File: src/rtl/controller.sv
// ============================================================================
//  Module      : controller
//  Description : Sequencer for a systolic array: weight-load phase, then a
//                skewed compute phase driving iact reads and psum writes.
//  Revision    : 1.0 - initial release
// ============================================================================
`default_nettype none

module controller #(
    parameter int ARRAY_ROWS = 3,
    parameter int ARRAY_COLS = 3,
    parameter int IACT_COLS  = ARRAY_ROWS
) (
    input  logic                         clk,
    input  logic                         rst_n,
    input  logic                         go,
    output logic [31:0]                  weight_addr,
    output logic [0:ARRAY_COLS-1][31:0]  iact_addr,
    output logic [0:ARRAY_ROWS-1][31:0]  psum_addr,
    output logic                         load_weight,
    output logic [0:ARRAY_COLS-1]        load_iact,
    output logic [0:ARRAY_ROWS-1]        psum_valid,
    output logic                         done
);

    localparam int LOAD_WEIGHT_CYCLES = ARRAY_COLS;
    localparam int COMPUTE_CYCLES     = IACT_COLS + ARRAY_ROWS + ARRAY_COLS;

    localparam logic [31:0] c_lw_last      = 32'(LOAD_WEIGHT_CYCLES - 1);
    localparam logic [31:0] c_compute_last = 32'(COMPUTE_CYCLES - 1);
    localparam logic [31:0] c_window_len   = 32'(IACT_COLS);

    typedef enum logic [1:0] {
        IDLE        = 2'd0,
        LOAD_WEIGHT = 2'd1,
        COMPUTE     = 2'd2,
        DONE        = 2'd3
    } state_t;

    state_t      state;
    state_t      state_d;
    logic [31:0] load_weight_cycle_cnt;
    logic [31:0] load_weight_cycle_cnt_d;
    logic [31:0] compute_cycle_cnt;
    logic [31:0] compute_cycle_cnt_d;

    logic        w_in_load;
    logic        w_in_compute;

    // ------------------------------------------------------------------
    // Next-state and counter update
    // ------------------------------------------------------------------
    always_comb begin
        state_d                 = state;
        load_weight_cycle_cnt_d = load_weight_cycle_cnt;
        compute_cycle_cnt_d     = compute_cycle_cnt;
        case (state)
            IDLE: begin
                if (go) begin
                    state_d                 = LOAD_WEIGHT;
                    load_weight_cycle_cnt_d = '0;
                end
            end
            LOAD_WEIGHT: begin
                load_weight_cycle_cnt_d = load_weight_cycle_cnt + 32'd1;
                if (load_weight_cycle_cnt == c_lw_last) begin
                    state_d             = COMPUTE;
                    compute_cycle_cnt_d = '0;
                end
            end
            COMPUTE: begin
                compute_cycle_cnt_d = compute_cycle_cnt + 32'd1;
                if (compute_cycle_cnt == c_compute_last) begin
                    state_d = DONE;
                end
            end
            DONE: begin
                state_d = IDLE;
            end
            default: begin
                state_d = IDLE;
            end
        endcase
    end

    always_ff @(posedge clk) begin
        if (!rst_n) begin
            state                 <= IDLE;
            load_weight_cycle_cnt <= '0;
            compute_cycle_cnt     <= '0;
        end else begin
            state                 <= state_d;
            load_weight_cycle_cnt <= load_weight_cycle_cnt_d;
            compute_cycle_cnt     <= compute_cycle_cnt_d;
        end
    end

    // ------------------------------------------------------------------
    // Moore output decode
    // ------------------------------------------------------------------
    assign w_in_load    = (state == LOAD_WEIGHT);
    assign w_in_compute = (state == COMPUTE);

    assign load_weight = w_in_load;
    assign weight_addr = w_in_load ? load_weight_cycle_cnt : '0;
    assign done        = (state == DONE);

    // Window test uses the wrapped offset: a count below the window start
    // wraps to a huge value, so one unsigned compare covers both bounds and
    // the offset doubles as the address inside the window.
    generate
        for (genvar c = 0; c < ARRAY_COLS; c++) begin : g_iact
            localparam logic [31:0] c_start = 32'(c);
            logic [31:0] w_offset;

            assign w_offset     = compute_cycle_cnt - c_start;
            assign load_iact[c] = w_in_compute && (w_offset < c_window_len);
            assign iact_addr[c] = load_iact[c] ? w_offset : '0;
        end

        for (genvar r = 0; r < ARRAY_ROWS; r++) begin : g_psum
            localparam logic [31:0] c_start = 32'(ARRAY_COLS + r);
            logic [31:0] w_offset;

            assign w_offset      = compute_cycle_cnt - c_start;
            assign psum_valid[r] = w_in_compute && (w_offset < c_window_len);
            assign psum_addr[r]  = psum_valid[r] ? w_offset : '0;
        end
    endgenerate

endmodule

`default_nettype wire

File: config.mk
export PLATFORM = sky130hd
export DESIGN_NAME = controller
export DESIGN_NICKNAME = d
export VERILOG_FILES = /design/src/rtl/controller.sv
export SDC_FILE = /design/constraint.sdc
export NUM_CORES = 1
export LEC_CHECK = 0
export CAP_MARGIN = 10
export CORE_ASPECT_RATIO = 0.6
export CORE_MARGIN = 1
export CORE_UTILIZATION = 30
export CTS_CLUSTER_DIAMETER = 200
export CTS_CLUSTER_SIZE = 40
export DETAILED_ROUTE_END_ITERATION = 12
export DONT_BUFFER_PORTS = 1
export GPL_TIMING_DRIVEN = 1
export HOLD_SLACK_MARGIN = 0.02
export SYNTH_ARGS = -nofsm -noshare
export SYNTH_HDL_FRONTEND = slang
export SYNTH_SLANG_ARGS = --single-unit
File: constraint.sdc
create_clock -name clk -period 3.7 [get_ports clk]
set_input_delay 0.555 -clock clk [delete_from_list [all_inputs] [get_ports clk]]
set_output_delay 0.555 -clock clk [all_outputs]
set_load 0.02 [all_outputs]
== Word-level counts from Yosys, hierarchy flattened ==
Index checks and enable logic that the tools add are counted.

* Register bits: 66
* Bits of input ports: 3
* Output and inout port bits: 232
* Word-level logic and storage cells: 51

* Add/sub/neg operators: 7
* Magnitude comparators: 6
* Equality and inequality tests: 8
* Mux-type cells: 15
* Reductions and logical operators: 12

{| class="wikitable"
|+ Operators by type and width
! kind !! count
|-
| $mux 32 || 9
|-
| $lt 32x2->1 const B || 6
|-
| $pmux 32 s2 || 2
|-
| $add 32x1->32 const B || 2
|-
| $sub 32x2->32 const B || 2
|-
| $sub 32x3->32 const B || 2
|-
| $eq 32x2->1 const B || 1
|-
| $eq 32x4->1 const B || 1
|-
| $sub 32x1->32 const B || 1
|-
| $pmux 2 s4 || 1
|-
| $logic_and 1x1->1 || 6
|-
| $mux 2 || 3
|-
| $eq 2x2->1 const B || 2
|-
| $ne 2x1->1 const B || 2
|-
| $reduce_and 2->1 || 2
|-
| $reduce_bool 2->1 || 2
|-
| $reduce_and 3->1 || 1
|-
| $eq 2x1->1 const B || 1
|-
| $logic_not 2->1 || 1
|-
| $ne 2x2->1 const B || 1
|}

== Depth between registers and ports, before layout ==
* Depth in word-level cells: 4
* Mapped depth: 11
* Depth with buffers taken out: 8

== Least setup slack after synthesis ==
Ideal clock, no wire load.

* Path type: reg2out
* Start point: register compute_cycle_cnt[2]
* End point: output iact_addr[32] in the netlist's numbering
* Arrival time: 3.420 ns
* Required time: 3.145 ns
* Slack: -0.275 ns
* Cell stages (with the launch flop): 11
* Buffers on the path: 2
* Cell sequence: dfxtp_1 clkbuf_1 inv_1 ha_1 or3b_2 clkbuf_1 or3_1 nor4_1 xnor2_1 o2111ai_1 nor4b_1

{| class="wikitable"
|+ RTL lines
! item !! RTL line !! RTL
|-
| start, declared || 44 || <nowiki>logic [31:0] compute_cycle_cnt;</nowiki>
|-
| start signal, assigned || 94 || <nowiki>compute_cycle_cnt <= compute_cycle_cnt_d;</nowiki>
|-
| end, declared || 18 || <nowiki>output logic [0:ARRAY_COLS-1][31:0] iact_addr,</nowiki>
|}

==> impl_metrics.toml <==
[layout]
nets = 1119
final_layout_size_suffix_gt1_share_pct = 23.48
antenna-diode-count = 0
final_cell_area_um2 = 8896
syn2layout_area_growth_pct = 19.68
final_cells = 1421
most_used_cells_in_the_layout_excluding_fill_and_tap_cells = "176 x sky130_fd_sc_hd__conb_1, 130 x sky130_fd_sc_hd__buf_4, 94 x sky130_fd_sc_hd__nor2_1, 59 x sky130_fd_sc_hd__xnor2_1, 56 x sky130_fd_sc_hd__dfxtp_1"
layout_commonest_cell = "sky130_fd_sc_hd__conb_1"

[cts]
clock_insertion_delay_worst_skew_ns = 0.35
cts-buffers-inserted = 9
tritoncts = "yes"
ctsHtreeMaxLevel = 3
cts.clk_slew.worst_paths_ns = 0.06
cts_sinks = 66
cts.path.max_buffers = 2
clock_tree_root = "sky130_fd_sc_hd__clkbuf_16"

[global_routing]
global_route.usage.total_pct = 19.91
grt_pass1_wl_um = 37870
number_of_antenna_violations_at_the_first_check_in_global_routing = 0
maximum_number_of_pins_on_one_net_before_global_route_repair = 35
grt_residual_overflow = 0
grt_pass1_vias = 6041

[power_and_ir_drop]
power.sequential.fraction_pct = 30.3
vdd.ir_drop.worst_mv = 0.1806
p_sw_mw = 0.9853
p_leak_nw = 3.782
p_int_mw = 1.478
power.share.switching_pct = 39.99
clkPwrFrac_pct = 36.0
combinationalPowerShare_pct = 33.7
power.density_cell_area_nw_per_um2 = 276.9

[routing]
route.detailed.vias_per_inst = 5.115
dr.pass1.iters = 5
dr_total_vias = 7269
remaining_drc_errors = 0
postRouteWirelength_um = 26200
drtIter0Drc = 897
count_of_antenna_violating_nets_left_after_detailed_routing = 0
detail_route.wl_per_cell_um = 18.44

[place]
dp.final_hpwl_um = 20440
placedInstanceArea_um2 = 7949
port_buffers = 0
placed_cells_incl_taps = 1389
gp_congestion = 1.008

[die]
ioPinCount = 235
fp.dieW_um = 205.2
coreArea_um2 = 24220
fp-row-count = 44
die_h_um = 123.9
floorplan.initialDensity_pct = 30.69
floorplan.die_area_um2 = 25430

[worst_setup_path]
timing.critical_path.to_type = "primary output"
worstPathCellList = "or4_4, or4_4, xnor2_4, nor4_4, nand4_1, buf_6, nor4_4, buf_4"
critical_path.max_fanout = 7
max_stage_delay_ns = 0.59
crit_path_top_delay_cell = "sky130_fd_sc_hd__or4_4"
timing_worst_setup_path_type = "flip-flop to primary output"
cp_arrival_ns = 3.13
cp_data_required_time_ns = 3.14
worstSetupStartpointType = "flip-flop"

[job]
maxCapViolations = 0

[logic_synthesis]
syn_area_um2 = 7433
synthDistinctLibCells = 59
synth.ff_latch_count = 66
syn_avg_cell_area_um2 = 7.324
yosys_warnings = 0
count_of_flip_flops_with_a_built_in_enable_after_synthesis = 0
synth_instances = 1015
synth.yosys.seq_area_share_pct = 17.77
ys_async_sr_fraction_pct = 0
leading_register_cell_type_out_of_synthesis = "sky130_fd_sc_hd__dfxtp_1"

[sta]
final.min_clock_period_ns = 3.685
slew-limit-headroom_pct = 54.04
totalNegativeSetupSlack_ns = 0
max_slew.worst_pin.slew_ns = 0.6875
max_freq_mhz = 271.4
final_min_period_over_clock_period_pct = 99.59
hold_violations_final = 0
timing.final.setup_violations = 0
clock-skew-final_ns = 0.01059
holdWs_ns = 0.3344
unrepaired_setup_endpoints_after_global_routing = "yes"
finalMaxSlewViolations = 0

[status]
result_of_the_run = "finished clean"

[hold_path]
hold_path.class = "input pin to flip-flop"
## logic make-up (layout without fill, tap and decap cells)
family	count (synthesis)	in the layout	share of synthesized area, %
buffers and inverters	260	169	22.25
multiplexers	5	5	0.7238
XOR/XNOR	98	98	11.55
adder cells (fa/ha/maj)	22	22	3.703
flip-flops	66	66	17.77
AND/OR/NAND/NOR	473	473	35.89
other	1	176	0.05045
AO/OA/AOI/OAI	90	90	8.063
## power groups by stage
stage,Combinational [mW],Sequential [mW],Clock [mW]
2_1_floorplan,0.700,0.760,0
3_3_place_gp,0.785,0.763,0
3_5_place_dp,0.784,0.763,0
4_1_cts,0.799,0.747,0.911
5_1_grt,0.903,0.749,0.942
6_report,0.831,0.747,0.886
## area by class of cell
class                           instances  area, um2
Multi-Input combinational cell        864       5700
Clock inverter                          7      76.32
Tap cell                              322      402.9
Inverter                               14      55.05
Timing Repair Buffer                  139       1095
Fill cell                            2543      15330
Sequential cell                        66       1341
Clock buffer                            9      225.2
## sequential cells by signal, summed over array words and instances, names as in the netlist
| register | cells |
|---|---|
| compute_cycle_cnt | 32 |
| load_weight_cycle_cnt | 32 |
| state | 2 |
## Yosys cell counts, types with 3 or more instances
master | number | area, um2
sky130_fd_sc_hd__a211oi_1 | 3 | 22.52
sky130_fd_sc_hd__o21ai_0 | 24 | 120.1
sky130_fd_sc_hd__and3_1 | 12 | 75.07
sky130_fd_sc_hd__a2111oi_0 | 4 | 35.03
sky130_fd_sc_hd__nand3_1 | 35 | 175.2
sky130_fd_sc_hd__nor2b_1 | 11 | 68.82
sky130_fd_sc_hd__inv_1 | 14 | 52.55
sky130_fd_sc_hd__dfxtp_1 | 66 | 1321
sky130_fd_sc_hd__ha_1 | 22 | 275.3
sky130_fd_sc_hd__nor4bb_1 | 3 | 30.03
sky130_fd_sc_hd__o2111ai_1 | 4 | 35.03
sky130_fd_sc_hd__nor4_1 | 56 | 350.3
sky130_fd_sc_hd__nand4_1 | 42 | 262.8
sky130_fd_sc_hd__a31oi_1 | 10 | 62.56
sky130_fd_sc_hd__a22oi_1 | 3 | 22.52
sky130_fd_sc_hd__a21oi_1 | 14 | 70.07
sky130_fd_sc_hd__clkbuf_1 | 52 | 195.2
sky130_fd_sc_hd__o221ai_1 | 3 | 26.28
sky130_fd_sc_hd__nor2_1 | 97 | 364.1
sky130_fd_sc_hd__mux2_2 | 3 | 33.78
sky130_fd_sc_hd__buf_4 | 176 | 1321
sky130_fd_sc_hd__buf_2 | 8 | 40.04
sky130_fd_sc_hd__and2_1 | 42 | 262.8
sky130_fd_sc_hd__nor4b_1 | 15 | 131.4
sky130_fd_sc_hd__nand2_1 | 47 | 176.4
sky130_fd_sc_hd__or3_1 | 20 | 125.1
sky130_fd_sc_hd__xnor2_1 | 61 | 534.3
sky130_fd_sc_hd__and4_1 | 14 | 122.6
sky130_fd_sc_hd__o31ai_1 | 5 | 37.54
sky130_fd_sc_hd__o21a_1 | 4 | 30.03
sky130_fd_sc_hd__or4_1 | 11 | 82.58
sky130_fd_sc_hd__a21boi_0 | 4 | 30.03
sky130_fd_sc_hd__xor2_1 | 37 | 324.1
sky130_fd_sc_hd__nor4_2 | 5 | 62.56
sky130_fd_sc_hd__nor3_1 | 45 | 225.2
sky130_fd_sc_hd__buf_1 | 9 | 33.78
sky130_fd_sc_hd__nor3b_1 | 6 | 45.04
## routing by layer
| layer | global-route usage [%] | routed length [um] | up-vias | part of all wire (%) |
|---|---|---|---|---|
| met5 | 0 | 0 | - | 0 |
| met4 | 5.648 | 473 | 0 | 1.8 |
| met3 | 5.311 | 3117 | 35 | 12 |
| met2 | 24.09 | 9798 | 405 | 37 |
| met1 | 32.11 | 12810 | 3431 | 49 |
| li1 | - | - | 3398 | - |
## repair_timing
item                                    CTS  global route
setup buffers                             4            13
cloned                                    0             0
endpoints found under the setup margin   17            17
resized for setup                        40            73
hold buffers                              0             0
pin swaps                                 8            27
## per-stage QoR
step                power (mW)  worst slack (ns)  util, %
floorplan                1.460           -0.2003        -
CTS                      2.457          0.001243    34.94
global route             2.594           -0.1126    36.73
global placement         1.549           -0.2060    32.82
finish                   2.464           0.01535    36.73
detailed placement       1.547           -0.2507    32.82
## final timing paths
check,cells past startpoint,endpoint,slack [ns],start
min reg2reg,2,load_weight_cycle_cnt[31],0.55,load_weight_cycle_cnt[31]
min,1,load_weight_cycle_cnt[0],0.33,rst_n
max reg2reg,10,compute_cycle_cnt[27],1.02,compute_cycle_cnt[6]
max,8,psum_addr[32],0.02,compute_cycle_cnt[11]
## worst max-delay path: cells and delay by family, from the launching register on
| family | cells | cell delay, ns |
|---|---|---|
| AND/OR/NAND/NOR | 5 | 1.88 |
| buffers and inverters | 2 | 0.35 |
| flip-flops | 1 | 0.36 |
| XOR/XNOR | 1 | 0.19 |
(Power assumes the default switching activity.)
